## config.mk

```make
export PLATFORM = sky130hd
export DESIGN_NAME = frame_draw_sequencer
export DESIGN_NICKNAME = d
export VERILOG_FILES = /design/src/rtl/frame_draw_sequencer.sv
export SDC_FILE = /design/constraint.sdc
export NUM_CORES = 1
export LEC_CHECK = 0
export CAP_MARGIN = 0
export CORE_MARGIN = 2
export CORE_UTILIZATION = 44
export CTS_CLUSTER_DIAMETER = 50
export DETAILED_ROUTE_END_ITERATION = 6
export GPL_ROUTABILITY_DRIVEN = 0
export HOLD_SLACK_MARGIN = 0.02
export PLACE_DENSITY = 0.88
export SLEW_MARGIN = 0
export SYNTH_ARGS = -nofsm -noshare
export SYNTH_HDL_FRONTEND = slang
export SYNTH_SLANG_ARGS = --single-unit
```

## constraint.sdc

```tcl
create_clock -name Clk -period 2.45 [get_ports Clk]
set_input_delay 0.6125 -clock Clk [delete_from_list [all_inputs] [get_ports Clk]]
set_output_delay 0.6125 -clock Clk [all_outputs]
set_load 0.1 [all_outputs]
```

## src/rtl/frame_draw_sequencer.sv

```systemverilog
// frame_draw_sequencer
// Per-frame render controller. On each accepted vsync edge it swaps the double
// buffer and runs the drawing layers strictly in order (index 0 first). Each
// layer gets a one-cycle start pulse and runs until its done strobe or until
// the watchdog expires. The active layer's pixel writes are muxed onto the
// single framebuffer write port, with off-screen writes dropped.
//
// Ports:
//   Clk, Reset                   system clock, asynchronous active-high reset
//   frame_clk                    vsync; a rising edge marks a frame boundary
//   layer_start                  one-hot start pulse to the current layer
//   layer_done                   per-layer done strobe (current layer, RUN only)
//   layer_wr_en/x/y/color        packed per-layer write streams
//   fb_x, fb_y, fb_color         registered framebuffer write address/data
//   fb_wr_en                     registered framebuffer write enable
//   buffer_using                 displayed buffer; drawing targets the other
//   busy                         high whenever not idle
//   frame_done                   one-cycle pulse after the last layer finishes
//   overrun                      sticky watchdog flag for the current/last frame
//   dropped_frames               saturating count of edges seen while busy
module frame_draw_sequencer #(
    parameter int unsigned N_REQ      = 4,
    parameter int unsigned W          = 320,
    parameter int unsigned H          = 240,
    parameter int unsigned MAX_CYCLES = 65536
) (
    input  logic                Clk,
    input  logic                Reset,
    input  logic                frame_clk,
    output logic [N_REQ-1:0]    layer_start,
    input  logic [N_REQ-1:0]    layer_done,
    input  logic [N_REQ-1:0]    layer_wr_en,
    input  logic [N_REQ*10-1:0] layer_x,
    input  logic [N_REQ*10-1:0] layer_y,
    input  logic [N_REQ*8-1:0]  layer_color,
    output logic [9:0]          fb_x,
    output logic [9:0]          fb_y,
    output logic [7:0]          fb_color,
    output logic                fb_wr_en,
    output logic                buffer_using,
    output logic                busy,
    output logic                frame_done,
    output logic                overrun,
    output logic [7:0]          dropped_frames
);
    localparam int unsigned CurW = (N_REQ > 1) ? $clog2(N_REQ) : 1;
    localparam int unsigned CntW = $clog2(MAX_CYCLES) + 1;
    localparam logic [CntW-1:0] CntLimit = CntW'(MAX_CYCLES - 1);
    localparam logic [CurW-1:0] LastCur  = CurW'(N_REQ - 1);
    localparam logic [9:0]      XLimit   = 10'(W);
    localparam logic [9:0]      YLimit   = 10'(H);

    typedef enum logic [1:0] {StIdle, StStart, StRun, StDone} state_e;

    state_e           state_q, state_d;
    logic [CurW-1:0]  cur_q, cur_d;
    logic [CntW-1:0]  cnt_q, cnt_d, cnt_inc;
    logic [1:0]       hist_q;
    logic             buf_q, buf_d;
    logic             ovr_q, ovr_d;
    logic [7:0]       drop_q, drop_d;
    logic             frame_edge;
    logic [N_REQ-1:0] cur_onehot;
    logic [9:0]       sel_x, sel_y;
    logic [7:0]       sel_color;
    logic             cur_done;
    logic             wr_ok;

    // Reset value 2'b11 means a frame_clk already high at reset release is not an edge.
    assign frame_edge = (hist_q == 2'b01);

    // Current-layer select: one-hot and the layer's write stream.
    always_comb begin
        cur_onehot = '0;
        sel_x      = '0;
        sel_y      = '0;
        sel_color  = '0;
        for (int i = 0; i < N_REQ; i++) begin
            if (cur_q == CurW'(i)) begin
                cur_onehot[i] = 1'b1;
                sel_x         = layer_x[i*10 +: 10];
                sel_y         = layer_y[i*10 +: 10];
                sel_color     = layer_color[i*8 +: 8];
            end
        end
    end

    assign cur_done = |(layer_done & cur_onehot);
    assign wr_ok    = (state_q == StRun) && |(layer_wr_en & cur_onehot) &&
                      (sel_x < XLimit) && (sel_y < YLimit);
    assign cnt_inc  = cnt_q + CntW'(1);

    always_comb begin
        state_d = state_q;
        cur_d   = cur_q;
        cnt_d   = cnt_q;
        buf_d   = buf_q;
        ovr_d   = ovr_q;
        drop_d  = drop_q;

        // Edges while busy are counted and otherwise ignored; nothing is queued.
        if (frame_edge && (state_q != StIdle) && (drop_q != 8'hFF)) begin
            drop_d = drop_q + 8'd1;
        end

        unique case (state_q)
            StIdle: begin
                if (frame_edge) begin
                    buf_d   = ~buf_q;
                    ovr_d   = 1'b0;
                    cur_d   = '0;
                    state_d = StStart;
                end
            end
            StStart: begin
                cnt_d   = '0;
                state_d = StRun;
            end
            StRun: begin
                cnt_d = cnt_inc;
                // Timeout when the counter steps onto the limit: START plus RUN
                // then spans exactly MAX_CYCLES cycles.
                if (cur_done || (cnt_inc == CntLimit)) begin
                    if (!cur_done) begin
                        ovr_d = 1'b1;
                    end
                    if (cur_q == LastCur) begin
                        state_d = StDone;
                    end else begin
                        cur_d   = cur_q + CurW'(1);
                        state_d = StStart;
                    end
                end
            end
            StDone: begin
                state_d = StIdle;
            end
            default: begin
                state_d = StIdle;
            end
        endcase
    end

    always_ff @(posedge Clk or posedge Reset) begin
        if (Reset) begin
            state_q  <= StIdle;
            cur_q    <= '0;
            cnt_q    <= '0;
            hist_q   <= 2'b11;
            buf_q    <= 1'b0;
            ovr_q    <= 1'b0;
            drop_q   <= '0;
            fb_x     <= '0;
            fb_y     <= '0;
            fb_color <= '0;
            fb_wr_en <= 1'b0;
        end else begin
            state_q  <= state_d;
            cur_q    <= cur_d;
            cnt_q    <= cnt_d;
            hist_q   <= {hist_q[0], frame_clk};
            buf_q    <= buf_d;
            ovr_q    <= ovr_d;
            drop_q   <= drop_d;
            fb_wr_en <= wr_ok;
            if (wr_ok) begin
                fb_x     <= sel_x;
                fb_y     <= sel_y;
                fb_color <= sel_color;
            end
        end
    end

    always_comb begin
        layer_start    = (state_q == StStart) ? cur_onehot : '0;
        busy           = (state_q != StIdle);
        frame_done     = (state_q == StDone);
        buffer_using   = buf_q;
        overrun        = ovr_q;
        dropped_frames = drop_q;
    end

endmodule

```

==> metrics, run 1 <==
share of layout cells above drive strength 1=0.209; total core area=0.00881 sq mm; worst setup path startpoint=layer_x[9]; Num CTS Buffers=9; Yosys top cell by area=dfrtp_1; initial antenna violation count=0; pwr/cell area=1240 mW/mm^2; Synth Instances=498; met3 Track Usage GR=0.0745; setup_tns=-41.7 ps; Slew headroom=0.735; Fin Hold WS=365 ps; grt met2 use=0.443; chip height=99.9 um; clock buffer depth=2; Slew Limit Fails=0; CTS tree=built; Sink Count=62; Setup CP Type=primary input to register; global route overflow=0; HP Class=register to register; peak supply drop=1280 uV; Worst setup EP type=register; clk_skew=8.85 ps; largest net degree at the start of global routing=63; Final #Nets=809; Leak Pwr=2.68 nW; CP dominant cell by count=o21ai_0; Total Routing Usage GR=0.252; clk slew on worst S/H paths=70 ps; WP data arrival=2700 ps; IO Count=168; Post-synth EDFFs=0; Final Hold Viols=0; DP HPWL=9720 um; R2R cell count=11; cell breakdown of the critical path=clkdlybuf4s50_1, o31ai_1, o21ai_0, o21ai_0, o2111ai_1, nor3_4, buf_6, clkbuf_16, mux2_2; final worst path period share=1.01; worst-skew pair later-pin latency=350 ps; worst slew pin tran=395 ps; Max Cap Viol=0; Pre-antenna DRT Iters=5; status=finished, violations left; sequential fraction of the synthesis area=0.384; htree depth=3; crit path launch type=primary input; first-pass GRT wire length=20,000 um; dpl ws=-231 ps; Post-CTS Hold Buffers=0; Final Critical Period=2460 ps; CTS root buf=clkbuf_8; Synth-to-Final Area Change=55.8%; Yosys top cell area share=0.371; Crit-path slowest cell=clkdlybuf4s50_1; Required @ worst endpoint=2680 ps; Worst Path Max Fanout=5; vias per inst=5.52; n_diodes=0; vias in the first global route=4,157; wirelength, routed=13,400 um; die area=0.00997 sq mm; Detail Route Antenna Nets=0; vias=4,347; Yosys cell types=52; dominant cell by count in the synthesized netlist=nand2_1; Yosys warning count=0; Post-synth ARST share=1.00; syn_nets=632; Synth Cell Area=0.00404 sq mm; Setup WS post-layout=-14.8 ps; gr busiest metal=met2; FF-to-FF End=fb_color[1]; Pwr Total=0.00782 W; Final setup viols=7; DRC viols=0; number of synthesized register bits=62; RSZ-0062 raised after global routing=yes; CP endpoint=fb_color[1]; Initial Util=0.459; failing checks=negative setup slack; FP Rows=34; GR Util met1=0.295; commonest cells in the netlist=nand2_1, dfrtp_1, a21oi_1; Mean Syn Cell Area=8.12 sq um; drt initial violations=271; Reg2Reg Launch Point=cur_q[1]; drt wl/cell=17.0 um; Die W=99.9 um; PortBufs=167; final core utilization=0.715; Area contributors post-synth=dfrtp_1, a21oi_1, nand2_1, mux2_2, o21ai_0; Main synth FF type=dfrtp_1; hold path start=hist_q[0]; crit-path max cell delay=420 ps; r2r setup slk=-10 ps; FMAX=406 MHz
[area by class of cell]
type / instances / area, sq um
inverters: 34 / 128
clock inverters: 4 / 47.5
well taps: 108 / 135
clock buffers: 11 / 141
repair buffers: 199 / 1970
multi-input cells: 369 / 2320
flip-flops and latches: 62 / 1560
fillers: 663 / 2510
[per-stage QoR]
| step | area [sq um] | std cells |
|---|---|---|
| 2_1_floorplan | 4050 | 498 |
| 3_3_place_gp | 5900 | 765 |
| 6_report | 6300 | 787 |
| 4_1_cts | 6110 | 780 |
| 3_5_place_dp | 5900 | 765 |
| 5_1_grt | 6300 | 787 |
[where the power goes]
| group | internal, W | switching (W) | total (W) |
|---|---|---|---|
| logic | 0.00174 | 0.00366 | 0.00540 |
| clock network | 0.000488 | 0.000383 | 0.000871 |
| registers | 0.00131 | 0.000237 | 0.00155 |
[sequential cells by signal (all words and copies together), names as in the netlist]
name and count:
state_q 2, fb_x 10, fb_wr_en 1, fb_color 8, hist_q 2, overrun 1
dropped_frames 8, cnt_q 17, buffer_using 1, fb_y 10, cur_q 2
[logic make-up after synthesis]
kind of cell,after synthesis,synth area share
AO/OA/AOI/OAI,143,0.211
XOR/XNOR,11,0.0238
adder cells (fa/ha/maj),11,0.0340
buffers and inverters,67,0.0681
flip-flops,62,0.384
multiplexers,30,0.0802
AND/OR/NAND/NOR,174,0.198
[how the worst min path moves through the flow]
stage,endpoint,slack [ps],depth (start not counted)
3_3_place_gp,hist_q[1],360,0
3_5_place_dp,hist_q[1],360,0
4_1_cts,hist_q[1],370,0
2_1_floorplan,hist_q[1],350,0
6_report,hist_q[1],370,0
5_1_grt,hist_q[1],370,0
[critical path, delay by kind of cell]
| family | cells | cell delay (ps) |
|---|---|---|
| compound gates | 4 | 750 |
| buf+inv | 3 | 730 |
| mux | 1 | 340 |
| simple gates | 1 | 270 |
[metal layers]
metal  routed length, um  share of wire
met2                6780           0.51
met4                 346          0.026
met5                   0              0
met1                5170           0.39
met3                1060          0.079
[layout by cell type (no fill, tap or decap), types with 10 or more instances in the layout]
master and count:
clkdlybuf4s50_1 122, nand2_1 69, buf_4 61, dfrtp_1 58
a21oi_1 57, nor2_1 49, o21ai_0 39, inv_1 31
mux2_2 19, mux2i_1 11, nor3_1 10, clkbuf_8 10
[what timing repair did]
action / in CTS / in global routing
buffers inserted: 0 / 3
endpoints found under the setup margin: 30 / 34
pin swaps: 0 / 8
gates resized for setup: 5 / 16
gates cloned: 0 / 4
Note: power is estimated with default switching activity, not from simulation.
==> inputs of run 2 (changes only) <==
--- a/config.mk
+++ b/config.mk
@@ -6,7 +6,6 @@
 export NUM_CORES = 1
 export LEC_CHECK = 0
 export CAP_MARGIN = 0
-export CORE_MARGIN = 2
 export CORE_UTILIZATION = 44
 export CTS_CLUSTER_DIAMETER = 50
 export DETAILED_ROUTE_END_ITERATION = 6
==> run 2 against run 1 <==
The flow finishes with violations (design-rule violations, negative setup slack). Sequential share of layout area decreased by 0.83 points. Critical path depth increased by 3. Sequential power about the same. Hold slack improved by 2.2 ps. Routed wire length increased by 14%. Via count increased by 6.2%. Global-route usage increased by 3.5 points. Maximum frequency decreased by 1.4%. Register-to-register slack got worse by 30 ps. Clock-buffer cell count decreased by 1. Critical endpoint is now fb_color[6].
==> metrics, run 2 (synthesis results as in run 1) <==
Max Cap Viol=0; Die W=97.9 um; vias=4,615; multi-input logic area=0.00241 sq mm; vias in the first global route=4,442; worst slew pin tran=463 ps; total core area=0.00881 sq mm; Biggest register=cnt_q; WP data arrival=2740 ps; Total Routing Usage GR=0.287; HP Class=register to register; CTS tree=built; Worst Path Max Fanout=7; Final setup viols=20; Final Critical Period=2500 ps; Leak Pwr=2.79 nW; final worst path period share=1.02; Clock Power Share=0.113; drt initial violations=421; peak supply drop=1270 uV; Initial Util=0.459; first-pass GRT wire length=21,700 um; initial antenna violation count=0; Buf/Inv on CP=5; Required @ worst endpoint=2690 ps; Largest regs=cnt_q: 17 flops, fb_x: 10 flops, fb_y: 10 flops; clk_skew=15.3 ps; Sw Ratio=0.550; clk slew on worst S/H paths=70 ps; Pwr Total=0.00831 W; crit path launch type=register; Reg2Reg Launch Point=cur_q[1]; combinational fraction of design power=0.698; clock buffer depth=2; share of layout cells above drive strength 1=0.236; global route overflow=0; Finished Cell Area=0.00651 sq mm; DP Area=0.00589 sq mm; Pre-antenna DRT Iters=7; Num CTS Buffers=9; Sw Pwr=0.00457 W; Setup CP Type=register to register; cell breakdown of the critical path=buf_6, buf_6, ha_4, buf_8, a21oi_4, o21ai_2, a22oi_2, nor4_2, nor3_2, buf_6, clkbuf_16, mux2_2; hold path start=hist_q[0]; pwr/cell area=1280 mW/mm^2; commonest non-fill, non-tap cells in the layout=clkdlybuf4s50_1, buf_4, nand2_1; Detail Route Antenna Nets=0; Setup WS post-layout=-48.8 ps; Worst setup EP type=register; chip height=97.9 um; Slew Limit Fails=0; Cell Int Power=0.00374 W; Fin Hold WS=367 ps; PortBufs=167; largest net degree at the start of global routing=39; failing checks=design-rule violations, negative setup slack; DP HPWL=9840 um; RSZ-0062 raised after global routing=yes; vias per inst=5.77; CTS root buf=clkbuf_8; worst setup path startpoint=cur_q[1]; status=finished, violations left; n_diodes=0; CP dominant cell by count=buf_6; IO Count=168; worst-skew pair later-pin latency=360 ps; Synth-to-Final Area Change=61.1%; crit-path max cell delay=420 ps; dpl ws=-227 ps; Slew headroom=0.691; FMAX=400 MHz; Largest register FFs=17; Sink Count=62; wirelength, routed=15,200 um; Final #Nets=821; FP Rows=34; DRC viols=36; Top Family by Delay on Critical Path=buffers and inverters; Seq pwr share=0.188; Final Hold Viols=0; commonest non-fill, non-tap cell in the layout=clkdlybuf4s50_1; Crit-path slowest cell=dfrtp_1; die area=0.00957 sq mm; register area=0.00156 sq mm; drt wl/cell=19.0 um; htree depth=3; Filler Cells Inserted=586
run 2: worst paths after layout:
kind	endpoint	slack (ps)	depth (start not counted)
worst max-delay path	fb_color[6]	-50	12
worst min-delay path	hist_q[1]	370	0
worst max register to register	fb_color[6]	-50	12
worst min register to register	hist_q[1]	370	0
max in group asynchronous	fb_color[7]	1340	3
min in group asynchronous	cnt_q[8]	570	2
run 2: metrics by stage:
stage                util  TNS (ps)  instances
floorplan               -         0        498
global route        0.739     -3160        800
global placement    0.669     -2610        766
finish              0.739      -416        800
CTS                 0.710      -340        791
detailed placement  0.669     -5330        766
run 2: layer usage:
| metal | track usage | part of all wire | up-vias |
|---|---|---|---|
| met5 | 0 | 0 | - |
| met4 | 0.168 | 0.053 | 0 |
| met3 | 0.0644 | 0.084 | 71 |
| met2 | 0.498 | 0.49 | 274 |
| met1 | 0.323 | 0.37 | 2156 |
| li1 | - | - | 2114 |
run 2: layout make-up:
| cell class | count | area share |
|---|---|---|
| clock inverter | 6 | 0.0106 |
| timing repair buffer | 211 | 0.318 |
| multi-input combinational | 369 | 0.371 |
| sequential | 62 | 0.239 |
| clock buffer | 10 | 0.0211 |
| tap | 108 | 0.0208 |
| inverter | 34 | 0.0196 |
run 2: power groups by stage:
stage                     sequential, W  clock, W  combinational (W)
after floorplan                 0.00320         0            0.00193
after global placement          0.00153         0            0.00496
after global routing            0.00160   0.00101            0.00605
after detailed placement        0.00155         0            0.00507
final                           0.00157  0.000943            0.00580
after CTS                       0.00154  0.000948            0.00531
run 2: timing repair:
item                                    4_1_cts  5_1_grt
resized for setup                            11       46
setup buffers                                 8        7
cloned                                        1        2
hold buffers                                  0        0
pin swaps                                     6        9
endpoints found under the setup margin       29       36
